<file path="config.mk">
export PLATFORM = sky130hd
export DESIGN_NAME = rf_wb_arbiter_flat
export DESIGN_NICKNAME = d
export VERILOG_FILES = /design/src/rtl/rf_wb_arbiter_if.sv /design/src/rtl/rf_wb_arbiter.sv /design/src/flat_wrapper.sv
export SDC_FILE = /design/constraint.sdc
export NUM_CORES = 1
export LEC_CHECK = 0
export BUFFER_PORTS_ARGS = -buffer_cell sky130_fd_sc_hd__buf_2
export CAP_MARGIN = 0
export CORE_AREA = 3 3 75 129
export CTS_CLUSTER_DIAMETER = 40
export DETAILED_ROUTE_END_ITERATION = 7
export DIE_AREA = 0 0 78 132
export PLACE_DENSITY = 0.77
export SLEW_MARGIN = 25
export SYNTH_ARGS = -nofsm -noshare
export SYNTH_HDL_FRONTEND = slang
export SYNTH_SLANG_ARGS = --single-unit
</file>
<file path="constraint.sdc">
create_clock -name i_clk -period 2.75 [get_ports i_clk]
set_clock_uncertainty 0.1 [all_clocks]
set_input_delay 0.6875 -clock i_clk [delete_from_list [all_inputs] [get_ports i_clk]]
set_output_delay 0.6875 -clock i_clk [all_outputs]
set_load 0.01 [all_outputs]
</file>
<file path="src/rtl/rf_wb_arbiter_if.sv">
// Register-file write-back arbitration bundle.
// Pipeline WB request, MUL/DIV result handshake, hazard lookup, RF write port.
interface rf_wb_arbiter_if;
    logic        p_valid;
    logic [4:0]  p_addr;
    logic [31:0] p_data;
    logic        md_valid;
    logic [4:0]  md_addr;
    logic [31:0] md_data;
    logic        md_ready;
    logic        pipe_stall;
    logic        md_issue;
    logic [4:0]  md_issue_rd;
    logic [4:0]  rs1;
    logic [4:0]  rs2;
    logic        rs1_pending;
    logic        rs2_pending;
    logic        rf_we;
    logic [4:0]  rf_waddr;
    logic [31:0] rf_wdata;

    modport master (
        output p_valid, p_addr, p_data,
        output md_valid, md_addr, md_data,
        output md_issue, md_issue_rd, rs1, rs2,
        input  md_ready, pipe_stall,
        input  rs1_pending, rs2_pending,
        input  rf_we, rf_waddr, rf_wdata
    );

    modport slave (
        input  p_valid, p_addr, p_data,
        input  md_valid, md_addr, md_data,
        input  md_issue, md_issue_rd, rs1, rs2,
        output md_ready, pipe_stall,
        output rs1_pending, rs2_pending,
        output rf_we, rf_waddr, rf_wdata
    );
endinterface

</file>
<file path="src/rtl/rf_wb_arbiter.sv">
// Shares the single RF write port between pipeline WB and MUL/DIV,
// with starvation forcing and a pending-write scoreboard for decode.
module rf_wb_arbiter #(
    parameter int STARVE_LIMIT = 4,
    parameter int CNT_W        = 3
) (
    input  logic           i_clk,
    input  logic           i_rst,
    rf_wb_arbiter_if.slave bus
);

    typedef enum logic {
        ST_NORMAL = 1'b0,
        ST_FORCE  = 1'b1
    } state_t;

    localparam logic [CNT_W-1:0] LP_LIMIT = CNT_W'(STARVE_LIMIT);
    localparam logic [CNT_W-1:0] LP_ONE   = CNT_W'(1);

    state_t           r_state;
    state_t           w_state_nxt;
    logic [CNT_W-1:0] r_wait_cnt;
    logic [CNT_W-1:0] w_wait_cnt_nxt;
    logic             r_pipe_stall;

    logic             w_p_grant;
    logic             w_md_ready;
    logic             w_md_grant;
    logic             w_grant;
    logic [4:0]       w_gnt_addr;
    logic [31:0]      w_gnt_data;
    logic             w_gnt_nz;

    logic             r_rf_we;
    logic             r_we_md;
    logic [4:0]       r_rf_waddr;
    logic [31:0]      r_rf_wdata;

    logic [31:0]      r_pend;
    logic [31:0]      w_pend_set;
    logic [31:0]      w_pend_clr;

    // Arbitration: pipeline wins in NORMAL; FORCE hands one slot to MUL/DIV.
    always_comb begin
        w_state_nxt    = r_state;
        w_wait_cnt_nxt = r_wait_cnt;
        w_p_grant      = 1'b0;
        w_md_ready     = 1'b0;
        unique case (r_state)
            ST_NORMAL: begin
                if (bus.p_valid) begin
                    w_p_grant = 1'b1;
                end else begin
                    w_md_ready = bus.md_valid;
                end
                if (bus.md_valid && bus.p_valid) begin
                    w_wait_cnt_nxt = r_wait_cnt + LP_ONE;
                    if (w_wait_cnt_nxt == LP_LIMIT) begin
                        w_state_nxt = ST_FORCE;
                    end
                end else begin
                    w_wait_cnt_nxt = '0;
                end
            end
            ST_FORCE: begin
                w_md_ready     = 1'b1;
                w_state_nxt    = ST_NORMAL;
                w_wait_cnt_nxt = '0;
            end
        endcase
    end

    assign w_md_grant = w_md_ready && bus.md_valid;
    assign w_grant    = w_p_grant || w_md_grant;
    assign w_gnt_addr = w_md_grant ? bus.md_addr : bus.p_addr;
    assign w_gnt_data = w_md_grant ? bus.md_data : bus.p_data;
    assign w_gnt_nz   = (w_gnt_addr != 5'd0);

    // FSM state, starvation counter and the registered stall flag.
    always_ff @(posedge i_clk or posedge i_rst) begin
        if (i_rst) begin
            r_state      <= ST_NORMAL;
            r_wait_cnt   <= '0;
            r_pipe_stall <= 1'b0;
        end else begin
            r_state      <= w_state_nxt;
            r_wait_cnt   <= w_wait_cnt_nxt;
            r_pipe_stall <= (w_state_nxt == ST_FORCE);
        end
    end

    // Registered RF write stage; address/data hold when nothing is granted.
    always_ff @(posedge i_clk or posedge i_rst) begin
        if (i_rst) begin
            r_rf_we    <= 1'b0;
            r_we_md    <= 1'b0;
            r_rf_waddr <= 5'd0;
            r_rf_wdata <= 32'd0;
        end else begin
            r_rf_we <= w_grant && w_gnt_nz;
            r_we_md <= w_md_grant && w_gnt_nz;
            if (w_grant) begin
                r_rf_waddr <= w_gnt_addr;
                r_rf_wdata <= w_gnt_data;
            end
        end
    end

    // Scoreboard set/clear masks; clear fires when an MD write commits.
    always_comb begin
        w_pend_set = '0;
        w_pend_clr = '0;
        if (bus.md_issue && (bus.md_issue_rd != 5'd0)) begin
            w_pend_set[bus.md_issue_rd] = 1'b1;
        end
        if (r_rf_we && r_we_md) begin
            w_pend_clr[r_rf_waddr] = 1'b1;
        end
    end

    // Pending-write bits; set beats clear, x0 never pending.
    always_ff @(posedge i_clk or posedge i_rst) begin
        if (i_rst) begin
            r_pend <= '0;
        end else begin
            r_pend <= ((r_pend & ~w_pend_clr) | w_pend_set)
                      & 32'hFFFF_FFFE;
        end
    end

    assign bus.md_ready    = w_md_ready;
    assign bus.pipe_stall  = r_pipe_stall;
    assign bus.rf_we       = r_rf_we;
    assign bus.rf_waddr    = r_rf_waddr;
    assign bus.rf_wdata    = r_rf_wdata;
    assign bus.rs1_pending = r_pend[bus.rs1] && (bus.rs1 != 5'd0);
    assign bus.rs2_pending = r_pend[bus.rs2] && (bus.rs2 != 5'd0);

endmodule
</file>
<file path="src/flat_wrapper.sv">
// flat-port wrapper written by rule: the top's interface ports become plain ports
module rf_wb_arbiter_flat 
#(
    parameter int STARVE_LIMIT = 4,
    parameter int CNT_W        = 3
)
  (i_clk, i_rst, bus_p_valid, bus_p_addr, bus_p_data, bus_md_valid, bus_md_addr, bus_md_data, bus_md_issue, bus_md_issue_rd, bus_rs1, bus_rs2, bus_md_ready, bus_pipe_stall, bus_rs1_pending, bus_rs2_pending, bus_rf_we, bus_rf_waddr, bus_rf_wdata);
  rf_wb_arbiter_if bus_i ();
  input  logic i_clk;
  input  logic i_rst;
  input wire logic [$bits(bus_i.p_valid)-1:0] bus_p_valid;
  input wire logic [$bits(bus_i.p_addr)-1:0] bus_p_addr;
  input wire logic [$bits(bus_i.p_data)-1:0] bus_p_data;
  input wire logic [$bits(bus_i.md_valid)-1:0] bus_md_valid;
  input wire logic [$bits(bus_i.md_addr)-1:0] bus_md_addr;
  input wire logic [$bits(bus_i.md_data)-1:0] bus_md_data;
  input wire logic [$bits(bus_i.md_issue)-1:0] bus_md_issue;
  input wire logic [$bits(bus_i.md_issue_rd)-1:0] bus_md_issue_rd;
  input wire logic [$bits(bus_i.rs1)-1:0] bus_rs1;
  input wire logic [$bits(bus_i.rs2)-1:0] bus_rs2;
  output wire logic [$bits(bus_i.md_ready)-1:0] bus_md_ready;
  output wire logic [$bits(bus_i.pipe_stall)-1:0] bus_pipe_stall;
  output wire logic [$bits(bus_i.rs1_pending)-1:0] bus_rs1_pending;
  output wire logic [$bits(bus_i.rs2_pending)-1:0] bus_rs2_pending;
  output wire logic [$bits(bus_i.rf_we)-1:0] bus_rf_we;
  output wire logic [$bits(bus_i.rf_waddr)-1:0] bus_rf_waddr;
  output wire logic [$bits(bus_i.rf_wdata)-1:0] bus_rf_wdata;
  assign bus_i.p_valid = bus_p_valid;
  assign bus_i.p_addr = bus_p_addr;
  assign bus_i.p_data = bus_p_data;
  assign bus_i.md_valid = bus_md_valid;
  assign bus_i.md_addr = bus_md_addr;
  assign bus_i.md_data = bus_md_data;
  assign bus_i.md_issue = bus_md_issue;
  assign bus_i.md_issue_rd = bus_md_issue_rd;
  assign bus_i.rs1 = bus_rs1;
  assign bus_i.rs2 = bus_rs2;
  assign bus_md_ready = bus_i.md_ready;
  assign bus_pipe_stall = bus_i.pipe_stall;
  assign bus_rs1_pending = bus_i.rs1_pending;
  assign bus_rs2_pending = bus_i.rs2_pending;
  assign bus_rf_we = bus_i.rf_we;
  assign bus_rf_waddr = bus_i.rf_waddr;
  assign bus_rf_wdata = bus_i.rf_wdata;
  rf_wb_arbiter #(.STARVE_LIMIT(STARVE_LIMIT), .CNT_W(CNT_W)) u_core (.i_clk(i_clk), .i_rst(i_rst), .bus(bus_i));
endmodule
</file>
======== After elaboration in Yosys (flattened, before gate mapping) ========
Index checks and enable logic that the tools add are counted.
word-level totals
  register bits after elaboration ......... 74
  bits of input ports ..................... 94
  output and inout bits ................... 42
  logic and storage cells ................. 55
operators by class
  add/subtract/negate cells ............... 1
  order comparisons ....................... 6
  equal/unequal tests ..................... 1
  multiplexer cells ....................... 21
  bitwise logic cells ..................... 4
  reduce and logical (&&, ||, !) cells .... 15
operators by type and width
  operator                                                     count
  two-way mux 32 bit                                           3
  bitwise AND 32 bit                                           1
  NOT 32 bit                                                   1
  bitwise OR 32 bit                                            1
  less-than comparator 5 x 6 -> 1 bit (second input constant)  4
  nonzero test 5 bit                                           4
  binary-select mux 1 bit (select 5 bit)                       2
  demux 1 bit (select 5 bit)                                   2
  >= comparator 5 x 1 -> 1 bit (second input constant)         2
  logical AND 1 bit                                            10
  two-way mux 1 bit                                            9
  case mux 3 bit (2 select lines)                              1
  two-way mux 5 bit                                            1
  case mux 1 bit (2 select lines)                              2
  adder 3 x 1 -> 3 bit (second input constant)                 1
  == test 3 bit (second input constant)                        1
  two-way mux 3 bit                                            1
  logical OR 1 bit                                             1
  NOT 1 bit                                                    1

======== Depth between registers and ports, before layout ========
Gate-level depths: netlist (run 1).
  word-level depth ........................ 8
  gate-level depth with buffers ........... 6
  mapped depth without buffers ............ 4

======== Least setup slack after synthesis (run 1) ========
No wires, ideal clock.
  kind .................................... input to output
  start point ............................. input bus_rs1[3]
  end point ............................... output bus_rs1_pending
  arrival ................................. 1755 ps
  required time ........................... 1962 ps
  slack ................................... 208 ps
  stages .................................. 5
  path buffers ............................ 1
  cell sequence ........................... buf_6 -> mux2_1 -> a311oi_1 -> a2111oi_1 -> a221o_1
between the ends
  word-level cells in the longest chain between the ends .. 3
  elaborated cells between the ends (all ways) .. 4
  classes of those cells .................. 2 x mux; 2 x reduce/logical
ends and longest elaborated chain
  element                                  line                  RTL
  start: declaration                       flat_wrapper.sv:19    input wire logic [$bits(bus_i.rs1)-1:0] bus_rs1;
  binary-select mux 1 bit (select 5 bit)   rf_wb_arbiter.sv:136  assign bus.rs1_pending = r_pend[bus.rs1] && (bus.rs1 != 5'd0);
  two-way mux 1 bit (implied by the code)  rf_wb_arbiter.sv:136
  logical AND 1 bit (*)                    rf_wb_arbiter.sv:136
  end: declaration                         flat_wrapper.sv:23    output wire logic [$bits(bus_i.rs1_pending)-1:0] bus_rs1_pending;
Mark *: on every way between the ends. The rest lies on a longest branch, timed or not. The select of a mux whose other input is x is not followed.

======== Final worst setup path (run 1) ========
  start point ............................. input bus_rs1[0]
  end point ............................... output bus_rs1_pending
The elaborated chain is that of the path after synthesis.

==> results.json, run 1 <==
{
  "status": "complete, but fails checks",
  "violations": "setup timing",
  "pwr-share-comb_pct": 20.1,
  "ios": 136,
  "synth_most_common_cell": "o21ai_0",
  "drv_cap": 0,
  "avgSynthCellArea_um2": 10.2,
  "tritoncts": "yes",
  "fp.dieArea_um2": 10300,
  "first_pass_iters": 4,
  "path_depth": 6,
  "worstPathMaxFanout": 3,
  "layout.nets": 616,
  "synth_edf_count": 0,
  "crit_required_ns": 1.96,
  "syn_nets": 475,
  "clkLatencyLatePin_ns": 0.33,
  "dp_hpwl_um": 8500,
  "swShare_pct": 28.6,
  "setup_violations": 2,
  "clkTransAtPathRegs_ns": 0.05,
  "place.gp.congestion": 0.921,
  "drtIter0Drc": 237,
  "slowest_delay_ns": 0.50,
  "cts_buffers": 9,
  "global_route.overflow_total": 0,
  "ys_seq_elements": 74,
  "n_fill_cell": 762,
  "wl_um": 11100,
  "maxSlewViolCount": 0,
  "wl_per_cell_um": 17.3,
  "async_flop_share_pct": 100,
  "htree_levels": 3,
  "n_antenna_cell": 0,
  "p_per_area_nw_per_um2": 584,
  "finalCritPeriodShare_pct": 101,
  "yosys-top-cells-area": "dfrtp_1 48%, o21ai_0 13%, mux2i_1 13%, nand2_1 4.3%, mux4_1 2.7%",
  "io_buffer_count": 135,
  "post_route_cells_drive_above_1_share_pct": 38.3,
  "seq_area_frac_synth_pct": 47.8,
  "slew_headroom_pct": 48.1,
  "die_y_um": 132,
  "synth_flop_cell": "dfrtp_1",
  "rsz0062_at_grt": "yes",
  "tns_ns": -0.0175,
  "whs_path_depth": 1,
  "antenna_found_initial": 0,
  "crit_chain": "buf_8 > mux4_2 > o22ai_2 > a2111oi_4 > a221o_1 > buf_2",
  "reg2regPathDepth": 3,
  "grt_use_total_pct": 22.4,
  "yosysTopAreaCell": "dfrtp_1",
  "cp-end-kind": "output port",
  "path_delay_family": "compound AO/OA/AOI/OAI gates",
  "clock-sinks": 74,
  "p_switching_uw": 865,
  "min_period_ns": 2.77,
  "p_int_mw": 2.16,
  "r2r_start": "u_core.bus.rf_waddr[4]",
  "critPathArrivalTime_ns": 1.98,
  "crit_type": "in -> out",
  "dieWidth_um": 78,
  "synth.distinct_cells": 39,
  "antenna_left": 0,
  "finalWorstSetupSlack_ns": -0.0163,
  "p_leak_nw": 2.36,
  "grt_pass1_wl_um": 18300,
  "max_freq_mhz": 361,
  "vias_per_cell": 5.57,
  "regToRegSetupSlack_ns": 1.11,
  "initial_core_util_pct": 44.1,
  "area_growth_pct": 33.7,
  "hold_viol_final": 0,
  "pre_cts_slack_ns": -0.154,
  "cts-root-buf": "clkbuf_16",
  "rows": 45,
  "cts_buffer_depth": 2,
  "synth_common_cells": "100 x o21ai_0, 74 x dfrtp_1, 49 x mux2i_1",
  "path_buf_inv": 2,
  "grt_max_degree": 64,
  "ir_worst_vdd_uv": 328,
  "coreArea_um2": 8780,
  "startpoint": "bus_rs1[0]",
  "r2r_end": "u_core.r_pend[18]",
  "drc": 0,
  "worst_slew_pin_slew_ns": 0.777,
  "grt_pass1_vias": 3815,
  "hold_path_class": "reg -> reg",
  "worstSetupStartpointType": "input port",
  "yosysWarnings": 0,
  "cpMaxStageDelayCell": "mux4_2",
  "vias": 3576,
  "p_seq_share_pct": 45.1,
  "syn_area_um2": 3880,
  "endpoint": "bus_rs1_pending",
  "clockPowerShare_pct": 34.8,
  "syn_inst": 379,
  "synth_top_area_share_pct": 47.8
}
-- cell usage in the layout (no fill, tap or decap), types with 3 or more instances in the layout --
cell type and instances:
a2111oi_2 3, buf_2 129, buf_4 14, buf_6 5
buf_8 3, clkbuf_16 9, clkinv_2 3, dfrtp_1 74
inv_1 4, mux2_2 4, mux2i_1 49, mux4_2 4
nand2_1 44, nand3_1 5, nand3b_1 8, nor2_1 5
nor2b_1 4, o21ai_0 100, or3_1 3, or3b_2 4
-- repair_timing --
item / CTS / global route
gates resized for setup: 29 / 17
buffers inserted: 0 / 3
pin swaps: 7 / 8
hold buffers: 0 / 0
hold endpoints to repair: 0 / 0
endpoints found under the setup margin: 2 / 2
-- layer usage --
| metal | routed length, um | GRT usage (%) | share of wire (%) | up-vias |
|---|---|---|---|---|
| met4 | 305 | 10.1 | 2.8 | 0 |
| met1 | 3990 | 24.6 | 36 | 1685 |
| met2 | 5970 | 40.2 | 54 | 181 |
| li1 | - | - | - | 1682 |
| met5 | 0 | 0 | 0 | - |
| met3 | 825 | 5.34 | 7.4 | 28 |
-- logic make-up after synthesis --
logic type               share of synthesized area [%]
AO/OA/AOI/OAI                                     17.8
AND/OR/NAND/NOR                                   12.7
flip-flops                                        47.8
multiplexers                                      17.7
buffers and inverters                             3.42
adder cells (fa/ha/maj)                          0.645
-- flip-flops by register name, summed over array words and instances, names as in the netlist --
register	flops
u_core.r_state	1
u_core.r_wait_cnt	3
u_core.bus.rf_we	1
u_core.bus.rf_waddr	5
u_core.r_pend	31
u_core.r_we_md	1
u_core.bus.rf_wdata	32
-- how the worst min path moves through the flow --
stage                         startpoint                    to  slack, ns
floorplan           u_core.r_wait_cnt[0]  u_core.r_wait_cnt[0]       0.31
global placement    u_core.r_wait_cnt[0]  u_core.r_wait_cnt[0]       0.32
detailed placement  u_core.r_wait_cnt[0]  u_core.r_wait_cnt[0]       0.33
CTS                 u_core.r_wait_cnt[0]  u_core.r_wait_cnt[0]       0.34
global route        u_core.r_wait_cnt[0]  u_core.r_wait_cnt[0]       0.35
finish              u_core.r_wait_cnt[0]  u_core.r_wait_cnt[0]       0.33
-- power groups by stage --
| stage | clock network (mW) | registers, mW | logic, mW |
|---|---|---|---|
| 6_report | 1.05 | 1.37 | 0.607 |
| 5_1_grt | 1.12 | 1.38 | 0.674 |
| 4_1_cts | 1.08 | 1.36 | 0.592 |
| 3_5_place_dp | 0 | 1.37 | 0.558 |
| 3_3_place_gp | 0 | 1.37 | 0.540 |
| 2_1_floorplan | 0 | 1.34 | 0.319 |
-- per-stage QoR --
step                      util (%)  std cells  area (um2)  hold WS, ns  total power [mW]
final                         59.0        642        5180        0.334              3.02
after floorplan                  -        379        3880        0.309              1.66
after CTS                     58.1        639        5100        0.342              3.03
after global placement        53.8        623        4730        0.319              1.91
after global routing          59.0        642        5180        0.351              3.18
after detailed placement      53.8        623        4730        0.334              1.93
-- area by class of cell --
cell class	count	area (um2)	share of cell area (%)
clock inverters	5	30.0	0.579
multi-input cells	277	2000	38.6
inverters	5	18.8	0.362
well taps	117	146	2.82
clock buffers	11	243	4.68
flip-flops and latches	74	1850	35.7
repair buffers	153	892	17.2
No activity file was read; power rests on OpenSTA's default activity.
==> inputs of run 2 (changes only) <==
--- a/config.mk
+++ b/config.mk
@@ -7,11 +7,12 @@
 export LEC_CHECK = 0
 export BUFFER_PORTS_ARGS = -buffer_cell sky130_fd_sc_hd__buf_2
 export CAP_MARGIN = 0
-export CORE_AREA = 3 3 75 129
+export CORE_AREA = 2 2 74 128
 export CTS_CLUSTER_DIAMETER = 40
 export DETAILED_ROUTE_END_ITERATION = 7
-export DIE_AREA = 0 0 78 132
+export DIE_AREA = 0 0 76 130
 export PLACE_DENSITY = 0.77
+export SKIP_CTS_REPAIR_TIMING = 1
 export SLEW_MARGIN = 25
 export SYNTH_ARGS = -nofsm -noshare
 export SYNTH_HDL_FRONTEND = slang
==> run 2 against run 1 <==
  * The flow still finishes with violations (setup timing)
  * Non-clock buffer count is 2 higher
  * Clock power is 21% higher
  * Critical endpoint unchanged
  * Design area is 2.9% higher
  * Count of clock-buffer cells in the layout is 1 higher
  * Via count is 0.64% higher
  * Combinational power is 7.1% higher
==> results.json, run 2 (synthesized netlist as in run 1, its figures left out) <==
{
  "largest_reg_flops": 32,
  "final_area_um2": 5330,
  "grt_use_total_pct": 23.3,
  "placed_area_um2": 4740,
  "grt_pass1_vias": 3725,
  "die_y_um": 130,
  "cp-end-kind": "output port",
  "antenna_left": 0,
  "antenna_found_initial": 0,
  "clock-sinks": 74,
  "wl_per_cell_um": 17.4,
  "crit_required_ns": 1.96,
  "critPathArrivalTime_ns": 1.98,
  "crit_type": "in -> out",
  "clkTransAtPathRegs_ns": 0.06,
  "maxSlewViolCount": 0,
  "first_pass_iters": 4,
  "vias_per_cell": 5.56,
  "rows": 46,
  "cts_buffers": 9,
  "tns_ns": -0.0232,
  "hold_path_class": "in -> async",
  "cts-root-buf": "clkbuf_16",
  "area_growth_pct": 37.6,
  "post_route_cells_drive_above_1_share_pct": 38.9,
  "coreArea_um2": 8920,
  "dp_hpwl_um": 8630,
  "wl_um": 11300,
  "final_cell_mix": "128 x buf_2, 100 x o21ai_0, 74 x dfrtp_1, 49 x mux2i_1, 44 x nand2_1",
  "place.gp.congestion": 0.867,
  "slew_headroom_pct": 57.3,
  "io_buffer_count": 135,
  "drtIter0Drc": 243,
  "worstSetupStartpointType": "input port",
  "finalCritPeriodShare_pct": 101,
  "mostFrequentLayoutCell": "buf_2",
  "violations": "setup timing",
  "setup_violations": 2,
  "n_antenna_cell": 0,
  "grt_max_degree": 52,
  "grt_pass1_wl_um": 18100,
  "hold_viol_final": 0,
  "min_period_ns": 2.77,
  "clkLatencyLatePin_ns": 0.32,
  "layout.nets": 618,
  "dieWidth_um": 76,
  "drc": 0,
  "rsz0062_at_grt": "yes",
  "p_per_area_nw_per_um2": 612,
  "worstPathMaxFanout": 6,
  "fp.dieArea_um2": 9880,
  "worst_slew_pin_slew_ns": 0.641,
  "p_leak_nw": 2.43,
  "cts_buffer_depth": 2,
  "initial_core_util_pct": 43.5,
  "max_freq_mhz": 361,
  "global_route.overflow_total": 0,
  "ios": 136,
  "total_power_mw": 3.26,
  "vias": 3599,
  "status": "complete, but fails checks",
  "htree_levels": 3,
  "ir_worst_vdd_uv": 430,
  "finalWorstSetupSlack_ns": -0.0177,
  "tritoncts": "yes",
  "fin_hold_ws_ns": 0.331,
  "drv_cap": 0
}
## run 2: worst paths after layout
kind | from | to | slack [ns] | cells past startpoint
max | bus_rs1[0] | bus_rs1_pending | -0.02 | 6
min | i_rst | u_core.bus.rf_wdata[27] | 0.33 | 2
max reg2reg | u_core.bus.rf_waddr[4] | u_core.r_pend[16] | 1.09 | 3
min reg2reg | u_core.r_wait_cnt[0] | u_core.r_wait_cnt[0] | 0.33 | 1
max in group asynchronous | i_rst | u_core.bus.rf_wdata[1] | 1.57 | 3
min in group i_clk | u_core.r_wait_cnt[0] | u_core.r_wait_cnt[0] | 0.33 | 1
## run 2: layout make-up
cell class,count,area [um2]
multi-input combinational,277,2060
timing repair buffer,155,918
tap,120,150
clock inverter,4,73.8
clock buffer,12,256
sequential,74,1850
fill,727,3590
inverter,5,18.8
## run 2: layer usage
layer / share of wire (%) / wire length (um) / GRT usage, % / vias up
met1: 36 / 4090 / 25.1 / 1692
met5: 0 / 0 / 0 / -
met3: 6.7 / 751 / 5.46 / 28
met4: 3.6 / 411 / 11.1 / 0
met2: 53 / 6020 / 43.2 / 187
li1: - / - / - / 1692
## run 2: power by group
group	switching, mW	leakage [nW]	internal [mW]	total [mW]
logic	0.334	1.44	0.316	0.650
registers	0.116	0.822	1.23	1.35
clock network	0.423	0.163	0.843	1.27
## run 2: metrics by stage
stage / cells / util, % / setup WS (ns)
2_1_floorplan: 379 / - / 0.0809
4_1_cts: 643 / 56.8 / -0.177
3_3_place_gp: 627 / 53.1 / -0.163
5_1_grt: 647 / 59.8 / -0.0472
3_5_place_dp: 627 / 53.1 / -0.177
6_report: 647 / 59.8 / -0.0177
## run 2: worst max-delay path, stage by stage
cell and delay, ns:
buf_8 0.11, buf_8 0.12, nor4_1 0.52, a2111oi_4 0.12, a221o_1 0.28, buf_2 0.14
